File: src/rtl/mem_arbiter_if.sv
// Bundle of the pipeline request/response signals and the byte-wide memory port
// shared by the mem_arbiter and whatever drives it.
interface mem_arbiter_if #(
  parameter int unsigned AW = 16
);
  logic          if_req;
  logic [AW-1:0] if_addr;
  logic          if_done;
  logic [15:0]   if_rdata;

  logic          d_req;
  logic          d_we;
  logic [AW-1:0] d_addr;
  logic [15:0]   d_wdata;
  logic          d_done;
  logic [15:0]   d_rdata;

  logic [AW-1:0] mem_raddr;
  logic [7:0]    mem_rdata;
  logic          mem_wen;
  logic [AW-1:0] mem_waddr;
  logic [7:0]    mem_wdata;

  logic          busy;

  // Requesters plus memory array side.
  modport master (
    output if_req, if_addr, d_req, d_we, d_addr, d_wdata, mem_rdata,
    input  if_done, if_rdata, d_done, d_rdata, mem_raddr, mem_wen, mem_waddr, mem_wdata, busy
  );

  // Arbiter side.
  modport slave (
    input  if_req, if_addr, d_req, d_we, d_addr, d_wdata, mem_rdata,
    output if_done, if_rdata, d_done, d_rdata, mem_raddr, mem_wen, mem_waddr, mem_wdata, busy
  );
endinterface

File: src/rtl/mem_arbiter.sv
// Fetch/data arbiter that splits 16-bit big-endian accesses into two byte accesses.
// Define MEM_ARB_RR_EN for round-robin arbitration; default is fixed data-over-fetch.
module mem_arbiter #(
  parameter int unsigned AW = 16
) (
  input  logic         clk,
  input  logic         rst_n,
  mem_arbiter_if.slave bus_io
);

  typedef enum logic [1:0] {StIdle, StB0, StB1, StResp} state_e;

  state_e        state_q, state_d;
  logic          any_req;
  logic          grant_data;
  logic          own_data_q;
  logic          we_q;
  logic [AW-1:0] addr_q;
  logic [AW-1:0] addr_inc;
  logic [15:0]   wdata_q;
  logic [7:0]    hi_q;
  logic [15:0]   if_rdata_q;
  logic [15:0]   d_rdata_q;
`ifdef MEM_ARB_RR_EN
  logic          last_data_q;
`endif

  assign any_req  = bus_io.if_req | bus_io.d_req;
  assign addr_inc = addr_q + AW'(1);

  always_comb begin
`ifdef MEM_ARB_RR_EN
    // On a tie, hand the grant to whoever did not win last time.
    grant_data = bus_io.d_req & (~bus_io.if_req | ~last_data_q);
`else
    grant_data = bus_io.d_req;
`endif
  end

  always_ff @(posedge clk or negedge rst_n) begin
    if (!rst_n) begin
      state_q <= StIdle;
    end else begin
      state_q <= state_d;
    end
  end

  always_comb begin
    state_d = state_q;
    unique case (state_q)
      StIdle:  if (any_req) state_d = StB0;
      StB0:    state_d = StB1;
      StB1:    state_d = StResp;
      StResp:  state_d = StIdle;
      default: state_d = StIdle;
    endcase
  end

  always_ff @(posedge clk or negedge rst_n) begin
    if (!rst_n) begin
      own_data_q  <= 1'b0;
      we_q        <= 1'b0;
      addr_q      <= '0;
      wdata_q     <= 16'h0000;
      hi_q        <= 8'h00;
      if_rdata_q  <= 16'h0000;
      d_rdata_q   <= 16'h0000;
`ifdef MEM_ARB_RR_EN
      last_data_q <= 1'b1;
`endif
    end else begin
      if (state_q == StIdle && any_req) begin
        own_data_q  <= grant_data;
        addr_q      <= grant_data ? bus_io.d_addr : bus_io.if_addr;
        // A fetch never writes, whatever d_we says.
        we_q        <= grant_data & bus_io.d_we;
        wdata_q     <= bus_io.d_wdata;
`ifdef MEM_ARB_RR_EN
        last_data_q <= grant_data;
`endif
      end
      if (state_q == StB0 && !we_q) begin
        hi_q <= bus_io.mem_rdata;
      end
      if (state_q == StB1 && !we_q) begin
        if (own_data_q) begin
          d_rdata_q <= {hi_q, bus_io.mem_rdata};
        end else begin
          if_rdata_q <= {hi_q, bus_io.mem_rdata};
        end
      end
    end
  end

  always_comb begin
    bus_io.mem_raddr = '0;
    bus_io.mem_waddr = '0;
    bus_io.mem_wen   = 1'b0;
    bus_io.mem_wdata = 8'h00;
    bus_io.if_done   = 1'b0;
    bus_io.d_done    = 1'b0;
    bus_io.busy      = (state_q != StIdle);
    bus_io.if_rdata  = if_rdata_q;
    bus_io.d_rdata   = d_rdata_q;
    unique case (state_q)
      StB0: begin
        bus_io.mem_raddr = addr_q;
        bus_io.mem_waddr = addr_q;
        bus_io.mem_wen   = we_q;
        bus_io.mem_wdata = we_q ? wdata_q[15:8] : 8'h00;
      end
      StB1: begin
        bus_io.mem_raddr = addr_inc;
        bus_io.mem_waddr = addr_inc;
        bus_io.mem_wen   = we_q;
        bus_io.mem_wdata = we_q ? wdata_q[7:0] : 8'h00;
      end
      StResp: begin
        bus_io.if_done = ~own_data_q;
        bus_io.d_done  = own_data_q;
      end
      default: ;
    endcase
  end

endmodule

File: src/flat_wrapper.sv
// flat-port wrapper written by rule: the top's interface ports become plain ports
module mem_arbiter_flat 
#(
  parameter int unsigned AW = 16
)
  (clk, rst_n, bus_io_if_req, bus_io_if_addr, bus_io_d_req, bus_io_d_we, bus_io_d_addr, bus_io_d_wdata, bus_io_mem_rdata, bus_io_if_done, bus_io_if_rdata, bus_io_d_done, bus_io_d_rdata, bus_io_mem_raddr, bus_io_mem_wen, bus_io_mem_waddr, bus_io_mem_wdata, bus_io_busy);
  mem_arbiter_if #(.AW(AW)) bus_io_i ();
  input  logic clk;
  input  logic rst_n;
  input wire logic [$bits(bus_io_i.if_req)-1:0] bus_io_if_req;
  input wire logic [$bits(bus_io_i.if_addr)-1:0] bus_io_if_addr;
  input wire logic [$bits(bus_io_i.d_req)-1:0] bus_io_d_req;
  input wire logic [$bits(bus_io_i.d_we)-1:0] bus_io_d_we;
  input wire logic [$bits(bus_io_i.d_addr)-1:0] bus_io_d_addr;
  input wire logic [$bits(bus_io_i.d_wdata)-1:0] bus_io_d_wdata;
  input wire logic [$bits(bus_io_i.mem_rdata)-1:0] bus_io_mem_rdata;
  output wire logic [$bits(bus_io_i.if_done)-1:0] bus_io_if_done;
  output wire logic [$bits(bus_io_i.if_rdata)-1:0] bus_io_if_rdata;
  output wire logic [$bits(bus_io_i.d_done)-1:0] bus_io_d_done;
  output wire logic [$bits(bus_io_i.d_rdata)-1:0] bus_io_d_rdata;
  output wire logic [$bits(bus_io_i.mem_raddr)-1:0] bus_io_mem_raddr;
  output wire logic [$bits(bus_io_i.mem_wen)-1:0] bus_io_mem_wen;
  output wire logic [$bits(bus_io_i.mem_waddr)-1:0] bus_io_mem_waddr;
  output wire logic [$bits(bus_io_i.mem_wdata)-1:0] bus_io_mem_wdata;
  output wire logic [$bits(bus_io_i.busy)-1:0] bus_io_busy;
  assign bus_io_i.if_req = bus_io_if_req;
  assign bus_io_i.if_addr = bus_io_if_addr;
  assign bus_io_i.d_req = bus_io_d_req;
  assign bus_io_i.d_we = bus_io_d_we;
  assign bus_io_i.d_addr = bus_io_d_addr;
  assign bus_io_i.d_wdata = bus_io_d_wdata;
  assign bus_io_i.mem_rdata = bus_io_mem_rdata;
  assign bus_io_if_done = bus_io_i.if_done;
  assign bus_io_if_rdata = bus_io_i.if_rdata;
  assign bus_io_d_done = bus_io_i.d_done;
  assign bus_io_d_rdata = bus_io_i.d_rdata;
  assign bus_io_mem_raddr = bus_io_i.mem_raddr;
  assign bus_io_mem_wen = bus_io_i.mem_wen;
  assign bus_io_mem_waddr = bus_io_i.mem_waddr;
  assign bus_io_mem_wdata = bus_io_i.mem_wdata;
  assign bus_io_busy = bus_io_i.busy;
  mem_arbiter #(.AW(AW)) u_core (.clk(clk), .rst_n(rst_n), .bus_io(bus_io_i));
endmodule
File: config.mk
export PLATFORM = sky130hd
export DESIGN_NAME = mem_arbiter_flat
export DESIGN_NICKNAME = d
export VERILOG_FILES = /design/src/rtl/mem_arbiter_if.sv /design/src/rtl/mem_arbiter.sv /design/src/flat_wrapper.sv
export SDC_FILE = /design/constraint.sdc
export NUM_CORES = 1
export LEC_CHECK = 0
export ABC_AREA = 1
export BUFFER_PORTS_ARGS = -buffer_cell sky130_fd_sc_hd__buf_2
export CAP_MARGIN = 20
export CORE_ASPECT_RATIO = 1.2
export CORE_MARGIN = 2
export CORE_UTILIZATION = 30
export DETAILED_ROUTE_END_ITERATION = 12
export MAX_ROUTING_LAYER = met4
export SYNTH_ARGS = -nofsm -noshare
export SYNTH_HDL_FRONTEND = slang
export SYNTH_SLANG_ARGS = --single-unit
File: constraint.sdc
create_clock -name clk -period 3.2 [get_ports clk]
set_input_delay 0.16 -clock clk [delete_from_list [all_inputs] [get_ports clk]]
set_output_delay 0.16 -clock clk [all_outputs]
set_load 0.01 [all_outputs]
[Word-level counts from Yosys, hierarchy flattened]
Cells that the tools add are included.
W data, S select, Z words.
Word-level totals
  flip-flop bits (word level): 76
  input bits: 61
  output and inout bits: 76
  logic and storage cells: 35
Cells by class
  add/sub/neg operators: 1
  equal/unequal tests: 4
  mux-type cells: 10
  bitwise operators: 3
  reductions and logical operators: 9
Operator list (count)
  $pmux W16 S2: 1
  $add A16 B1 Y16 const B: 1
  $mux W16: 1
  $mux W8: 2
  $pmux W8 S2: 1
  $pmux W2 S4: 1
  $eq A2 B2 Y1 const B: 2
  $reduce_and A2 Y1: 2
  $logic_and A1 B1 Y1: 3
  $mux W1: 3
  $eq A2 B1 Y1 const B: 1
  $logic_not A2 Y1: 1
  $mux W2: 1
  $ne A2 B1 Y1 const B: 1
  $reduce_bool A2 Y1: 1
  $reduce_or A2 Y1: 1
  $and A1 B1 Y1: 1
  $logic_not A1 Y1: 1
  $not A1 Y1: 1
  $or A1 B1 Y1: 1

[Longest topological paths before layout]
Gate-level depths: netlist (run 1).
  depth after elaboration: 3
  gate-level depth with buffers: 10
  mapped depth without buffers: 9

[Worst setup path before layout (run 1)]
OpenSTA, ideal clock, no wires.
  path type: register to output
  from: register u_core.state_q[0]
  to: output bus_io_mem_waddr[3]
  arrival: 1.640 ns
  data required time: 3.040 ns
  path slack: 1.400 ns
  cell stages (with the launch flop): 8
  path buffers: 3
  cell sequence: dfrtp_1 -> inv_1 -> ha_1 -> buf_2 -> buf_2 -> nand2_1 -> a221oi_1 -> buf_4
On the way
  cells in the longest elaborated chain, start to end: 2
  elaborated cells between the ends (all ways): 3
  those cells by class: eq/ne: 2; mux: 1
Ends and longest elaborated chain
  from (decl): RTL line mem_arbiter.sv:13  | state_e state_q, state_d;
  from (signal assigned): RTL line mem_arbiter.sv:42  | state_q <= StIdle;
  from (signal assigned): RTL line mem_arbiter.sv:44  | state_q <= state_d;
  $eq A2 B2 Y1 / $eq A2 B1 Y1 (equally long branches)
  $pmux W16 S2 (*)
  to (decl): RTL line flat_wrapper.sv:23  | output wire logic [$bits(bus_io_i.mem_waddr)-1:0] bus_io_mem_waddr;
Every way passes the cells marked *; elsewhere a longest branch is shown, timed or not.

[Worst setup path after layout (run 1)]
  from: register u_core.state_q[1]
  to: output bus_io_mem_raddr[3]
On the way
  cells in the longest elaborated chain, start to end: 2
  elaborated cells between the ends (all ways): 3
  those cells by class: eq/ne: 2; mux: 1
Ends and longest elaborated chain
  $eq A2 B2 Y1 / $eq A2 B1 Y1 (equally long branches): RTL line mem_arbiter.sv:105  | unique case (state_q)
  $pmux W16 S2 (*): RTL line mem_arbiter.sv:105
  to (decl): RTL line flat_wrapper.sv:21  | output wire logic [$bits(bus_io_i.mem_raddr)-1:0] bus_io_mem_raddr;
Marks and branches as above.

==> run metrics, run 1 <==
synth-to-layout area growth 24.7%; leakage dissipation 2.59 nW; share of synthesized registers carrying an async set or reset 100%; proportion of synthesized chip area in sequential cells 48.6%; total via count after detailed routing roughly 3,700; unrepaired setup endpoints after global routing false; layer with the highest usage met2; Design Power between 5 and 6 mW; maxcap violations 0; slew of the pin with the lowest slew margin 0.964 ns; Seq cells post-synth 76; share of synthesized area spent on multiplexers 0%; detailed-routing iteration count for the pre-antenna-repair pass 4; Detailed Route Iter0 Violations 171; count of mapped cells out of synthesis roughly 500; buffers inserted by post-CTS timing repair 0; count of different cell masters after synthesis 34; met2 usage in global routing roughly 28%; post-detailed-route wirelength per cell 13.9 microns; violated checks negative hold slack; non-filler cells, final 786; remaining antenna violation count after routing 0; maximum number of pins on one net before global-route repair 77; initial cell density of the core 30.9%; Port Buffer Count between 100 and 150; post-CTS resize count 0; combined global-route utilization of all metal layers roughly 17%; Period Utilization, post-route between 70% and 80%; critical setup path kind reg2out; upper clock frequency limit 0.427 GHz; number of hold buffers added after cts 0; clock-pin slew of the registers on the worst-case setup and hold paths 0.06 ns; placeable core region around 13,000 sq um; result of the run complete, but fails checks; post-route worst setup slack 0.856 ns; count of flip-flops with a built-in enable after synthesis 0; final HPWL from detailed placement 7880 microns; clock root buffer sky130_fd_sc_hd__clkbuf_16; post-synthesis cell area 3910 sq um; number of nets in the synthesized netlist 568; met3 GRT Util 4.93%; final number of hold-violating endpoints 44; number of antenna violations at the first check in global routing 2; complex-gate fraction of the synthesized area 13.5%; final routed wirelength across all metal layers 10,900 microns; Post-Route Skew 0.00559 ns; Hold WC Path Type in2async; Primary FF master, synth sky130_fd_sc_hd__dfrtp_1; global route total overflow 0; Required @ worst endpoint 3.04 ns; highest ir drop seen on vdd approximately 0.43 mV; number of endpoints failing setup at the final stage 0; met1 usage in global routing about a fifth; most used cells in the layout excluding fill and tap cells sky130_fd_sc_hd__nand2_1, sky130_fd_sc_hd__buf_2, sky130_fd_sc_hd__dfrtp_1; most common cell after layout, fill and taps aside sky130_fd_sc_hd__nand2_1; relative slew slack 35.7%; NumNets Final 681; Die Footprint 14,000 sq um; yosys warns 0; Placed Instances 768; DRC violation count after routing 0; Setup crit start kind register; vias per std cell 4.68; number of top-level pins 137; deepest level of the CTS H-tree 3; Adder-Cell Fraction of Synth Area 1.60%; crit path DAT between 2 and 2.5 ns; proportion of layout cells with a drive suffix above 1 between 20 and 30%; average size of a mapped cell around 8 sq um; Die Width ~110 microns; buffer depth of the longest clock path 2; wire length of the first global-routing pass 17,800 microns; floorplan row count 45; number of buffers added by the clock tree synthesis step 9; number of clock sinks 76; clock period minus final worst setup slack between 2 and 2.5 ns; final hold slack -0.0283 ns; fraction of the mapped netlist area in simple logic gates roughly a quarter; Final Max Tran Viols 0; minimum setup slack after placement 1.22 ns; die height 129 microns; largest family of logic cells by synthesized area simple AND/OR/NAND/NOR gates; GP Congestion 0.861; CTS tree yes; Power per Cell Area roughly 1100 nW/um^2; latest clock arrival within the worst-skew pair 0.34 ns; final total negative setup slack 0 ns; type of element capturing the critical path primary output; Layout fillers 1,343; vias in the first global route roughly 3,600; crit-path max FO 14; xor and xnor area share after synthesis 0%
## cell families after synthesis
group / Yosys count
simple gates: 245
compound gates: 95
buf+inv: 81
flops: 76
fa+ha+maj: 5
## layout make-up
cell class	count	area [sq um]	share of cell area, %
clock buffer	11	243	4.98
clock inverter	5	60.1	1.23
inverter	43	164	3.36
antenna	2	5.00	0.103
multi-input combinational	345	1590	32.5
tap	164	205	4.21
sequential	76	1900	39.0
timing repair buffer	140	713	14.6
## metrics by stage
step	instance area (sq um)	util, %
final	4880	38.5
after global routing	4880	38.5
after CTS	4870	38.5
after detailed placement	4570	36.1
after global placement	4570	36.1
after floorplan	3910	-
## path summary, 6_finish.rpt
kind | from | end | slack, ns | depth (start not counted)
setup reg to reg | u_core.state_q[1]$_DFFE_PN0P_ | u_core.hi_q[4]$_DFFE_PN0P_ | 1.47 | 5
setup / recovery | u_core.state_q[1]$_DFFE_PN0P_ | bus_io_mem_raddr[3] | 0.86 | 6
hold / removal | rst_n | u_core.bus_io.if_rdata[11]$_DFFE_PN0P_ | -0.03 | 1
max in group asynchronous | rst_n | u_core.addr_q[8]$_DFFE_PN0P_ | 2.60 | 1
hold reg to reg | u_core.wdata_q[1]$_DFFE_PN0P_ | u_core.wdata_q[1]$_DFFE_PN0P_ | 0.48 | 2
min in group clk | bus_io_d_wdata[5] | u_core.wdata_q[5]$_DFFE_PN0P_ | 0.02 | 3
## registers in the layout (all words and copies together) (netlist names)
signal / cells
u_core.bus_io.if_rdata: 16
u_core.bus_io.d_rdata: 16
u_core.hi_q: 8
u_core.we_q: 1
u_core.own_data_q: 1
u_core.state_q: 2
u_core.wdata_q: 16
u_core.addr_q: 16
## synthesized netlist by cell type (4+ instances only)
library cell / number / area (sq um)
sky130_fd_sc_hd__a21oi_1: 19 / 95.1
sky130_fd_sc_hd__a31oi_1: 14 / 87.6
sky130_fd_sc_hd__buf_2: 4 / 20.0
sky130_fd_sc_hd__buf_4: 17 / 128
sky130_fd_sc_hd__buf_6: 5 / 56.3
sky130_fd_sc_hd__clkbuf_1: 11 / 41.3
sky130_fd_sc_hd__dfrtp_1: 76 / 1900
sky130_fd_sc_hd__ha_1: 5 / 62.6
sky130_fd_sc_hd__inv_1: 40 / 150
sky130_fd_sc_hd__nand2_1: 189 / 709
sky130_fd_sc_hd__nand3_1: 7 / 35.0
sky130_fd_sc_hd__nor2_1: 32 / 120
sky130_fd_sc_hd__nor2_2: 7 / 43.8
sky130_fd_sc_hd__o21ai_0: 45 / 225
sky130_fd_sc_hd__o21ai_1: 8 / 40.0
## where the power goes
group / internal (mW) / switching [mW] / leakage [nW] / total [mW]
clock: 0.628 / 0.409 / 0.146 / 1.04
combinational: 0.889 / 1.57 / 1.52 / 2.46
sequential: 1.43 / 0.352 / 0.926 / 1.78
total: 2.94 / 2.33 / 2.59 / 5.27
## worst max-delay path, cell delays in order, from the launching register on
cell and delay (ns):
sky130_fd_sc_hd__dfrtp_1 0.41, sky130_fd_sc_hd__inv_1 0.09, sky130_fd_sc_hd__ha_1 0.41, sky130_fd_sc_hd__buf_4 0.29, sky130_fd_sc_hd__nor2_1 0.07, sky130_fd_sc_hd__a221oi_1 0.38, sky130_fd_sc_hd__buf_2 0.20
## layer usage
layer | vias to the layer above | wire [microns]
li1 | 1809 | -
met1 | 1713 | 4610
met2 | 137 | 5290
met3 | 19 | 767
met4 | 0 | 250
met5 | - | 0
(Power assumes the default switching activity.)
==> run 2: changes to the inputs <==
==> constraint.sdc (replaced) <==
create_clock -name clk -period 2.4 [get_ports clk]
set_input_delay 0.12 -clock clk [delete_from_list [all_inputs] [get_ports clk]]
set_output_delay 0.12 -clock clk [all_outputs]
set_load 0.01 [all_outputs]
==> run 2 against run 1 <==
The run now ends clean; final area increased by 3.6%; clock skew increased by 0.0014 ns; routed wire length increased by 1.1%; sequential cell count did not move; count of clock-buffer cells in the layout shrank 2; highest routed layer unchanged; sequential share of layout area decreased by 1.4 points.
==> run metrics, run 2 (synthesis gave the netlist of run 1 again) <==
most common cell after layout, fill and taps aside sky130_fd_sc_hd__nand2_1; most used cells in the layout excluding fill and tap cells sky130_fd_sc_hd__nand2_1, sky130_fd_sc_hd__buf_2, sky130_fd_sc_hd__dfrtp_1; final hold slack 0.0227 ns; synth-to-layout area growth 29.3%; Post-Route Skew 0.00696 ns; initial cell density of the core 30.9%; Design Power 6.99 mW; detailed-routing iteration count for the pre-antenna-repair pass 5; post-route core utilization 39.9%; Setup crit start kind register; Hold WC Path Type in2reg; post-detailed-placement cell area 4580 sq um; maximum number of pins on one net before global-route repair 77; leakage dissipation ~2.7 nW; unrepaired setup endpoints after global routing false; post-CTS resize count 0; deepest level of the CTS H-tree 3; non-filler cells, final slightly above 800; clock-pin slew of the registers on the worst-case setup and hold paths 0.06 ns; DRC violation count after routing 0; number of hold buffers added after cts 17; global route total overflow 0; number of clock sinks between 70 and 80; clock root buffer sky130_fd_sc_hd__clkbuf_16; Die Width 108 microns; maxcap violations 0; latest clock arrival within the worst-skew pair 0.34 ns; highest ir drop seen on vdd roughly 0.56 mV; Port Buffer Count 136; placeable core region 12,700 sq um; worst reg2reg setup slack 0.61 ns; Period Utilization, post-route 90.1%; Placed Instances 770; crit-path max FO 7; final number of hold-violating endpoints 0; minimum setup slack after placement 0.599 ns; result of the run complete, no violations; combined global-route utilization of all metal layers between 10% and 20%; Final Max Tran Viols 0; CTS tree yes; Required @ worst endpoint approximately 2.3 ns; Detailed Route Iter0 Violations roughly 170; vias per std cell between 4 and 5; NumNets Final 701; floorplan row count 45; post-route worst setup slack 0.238 ns; number of top-level pins roughly 140; final instance area 5050 sq um; final routed wirelength across all metal layers 11,000 microns; final HPWL from detailed placement 7690 microns; relative slew slack roughly three fifths; number of antenna violations at the first check in global routing 1; proportion of layout cells with a drive suffix above 1 between 20 and 30%; critical setup path kind reg2out; upper clock frequency limit 0.463 GHz; slew of the pin with the lowest slew margin 0.598 ns; clock period minus final worst setup slack 2.16 ns; number of buffers added by the clock tree synthesis step 9; buffers inserted by post-CTS timing repair 0; remaining antenna violation count after routing 0; buffer depth of the longest clock path 2; GP Congestion 0.841; total via count after detailed routing 3,707; Die Footprint about 14,000 sq um; Power per Cell Area 1380 nW/um^2; crit path DAT between 2 and 2.5 ns; die height 129 microns; type of element capturing the critical path primary output; final total negative setup slack 0 ns; vias in the first global route 3,604; number of endpoints failing setup at the final stage 0; post-detailed-route wirelength per cell 13.7 microns; wire length of the first global-routing pass 17,600 microns
==> run 2: cell types whose count changed in the layout (fill, tap and decap cells not counted) <==
cell,before,now
sky130_fd_sc_hd__buf_12,0,1
sky130_fd_sc_hd__buf_4,5,7
sky130_fd_sc_hd__bufinv_16,1,0
sky130_fd_sc_hd__clkbuf_1,1,0
sky130_fd_sc_hd__clkbuf_8,1,0
sky130_fd_sc_hd__clkinv_2,1,0
sky130_fd_sc_hd__clkinv_4,1,2
sky130_fd_sc_hd__clkinvlp_4,1,2
sky130_fd_sc_hd__dlygate4sd3_1,0,17
sky130_fd_sc_hd__inv_6,1,2
==> run 2: critical path, cell delays in order (launching register included) <==
cell and delay, ns:
sky130_fd_sc_hd__dfrtp_1 0.40, sky130_fd_sc_hd__inv_1 0.12, sky130_fd_sc_hd__ha_1 0.31, sky130_fd_sc_hd__inv_1 0.18
sky130_fd_sc_hd__nor2_2 0.17, sky130_fd_sc_hd__nand2_1 0.07, sky130_fd_sc_hd__nand2_1 0.06, sky130_fd_sc_hd__nand2_1 0.04
sky130_fd_sc_hd__nor2_1 0.18, sky130_fd_sc_hd__buf_2 0.17
==> run 2: layer usage <==
metal  up-vias  share of wire (%)  GRT usage (%)
li1       1847                  -              -
met1      1714                 45           20.7
met2       129                 47           26.6
met3        17                6.2           3.82
met4         0                2.3           7.16
met5         -                  0              -
==> run 2: power breakdown <==
part | switching, mW | internal, mW
Combinational | 2.10 | 1.24
Sequential | 0.475 | 1.90
Clock | 0.568 | 0.705
Total | 3.14 | 3.84
==> run 2: layout make-up <==
cell class / instances / area (sq um)
Fill cell: 1302 / 7610
Sequential cell: 76 / 1900
Multi-Input combinational cell: 345 / 1590
Timing Repair Buffer: 160 / 918
Clock buffer: 9 / 225
Tap cell: 164 / 205
Inverter: 43 / 164
Clock inverter: 6 / 50.0
Antenna cell: 2 / 5.00
==> run 2: path summary, 6_finish.rpt <==
| kind | startpoint | end | cells after the start |
|---|---|---|---|
| min in group asynchronous | rst_n | u_core.hi_q[4]$_DFFE_PN0P_ | 2 |
| worst min-delay path | bus_io_d_we | u_core.we_q$_DFFE_PN0P_ | 3 |
| max in group asynchronous | rst_n | u_core.addr_q[1]$_DFFE_PN0P_ | 3 |
| worst max register to register | u_core.state_q[0]$_DFFE_PN0P_ | u_core.bus_io.if_rdata[10]$_DFFE_PN0P_ | 7 |
| worst min register to register | u_core.bus_io.d_rdata[10]$_DFFE_PN0P_ | u_core.bus_io.d_rdata[10]$_DFFE_PN0P_ | 2 |
| worst max-delay path | u_core.state_q[0]$_DFFE_PN0P_ | bus_io_mem_waddr[12] | 9 |
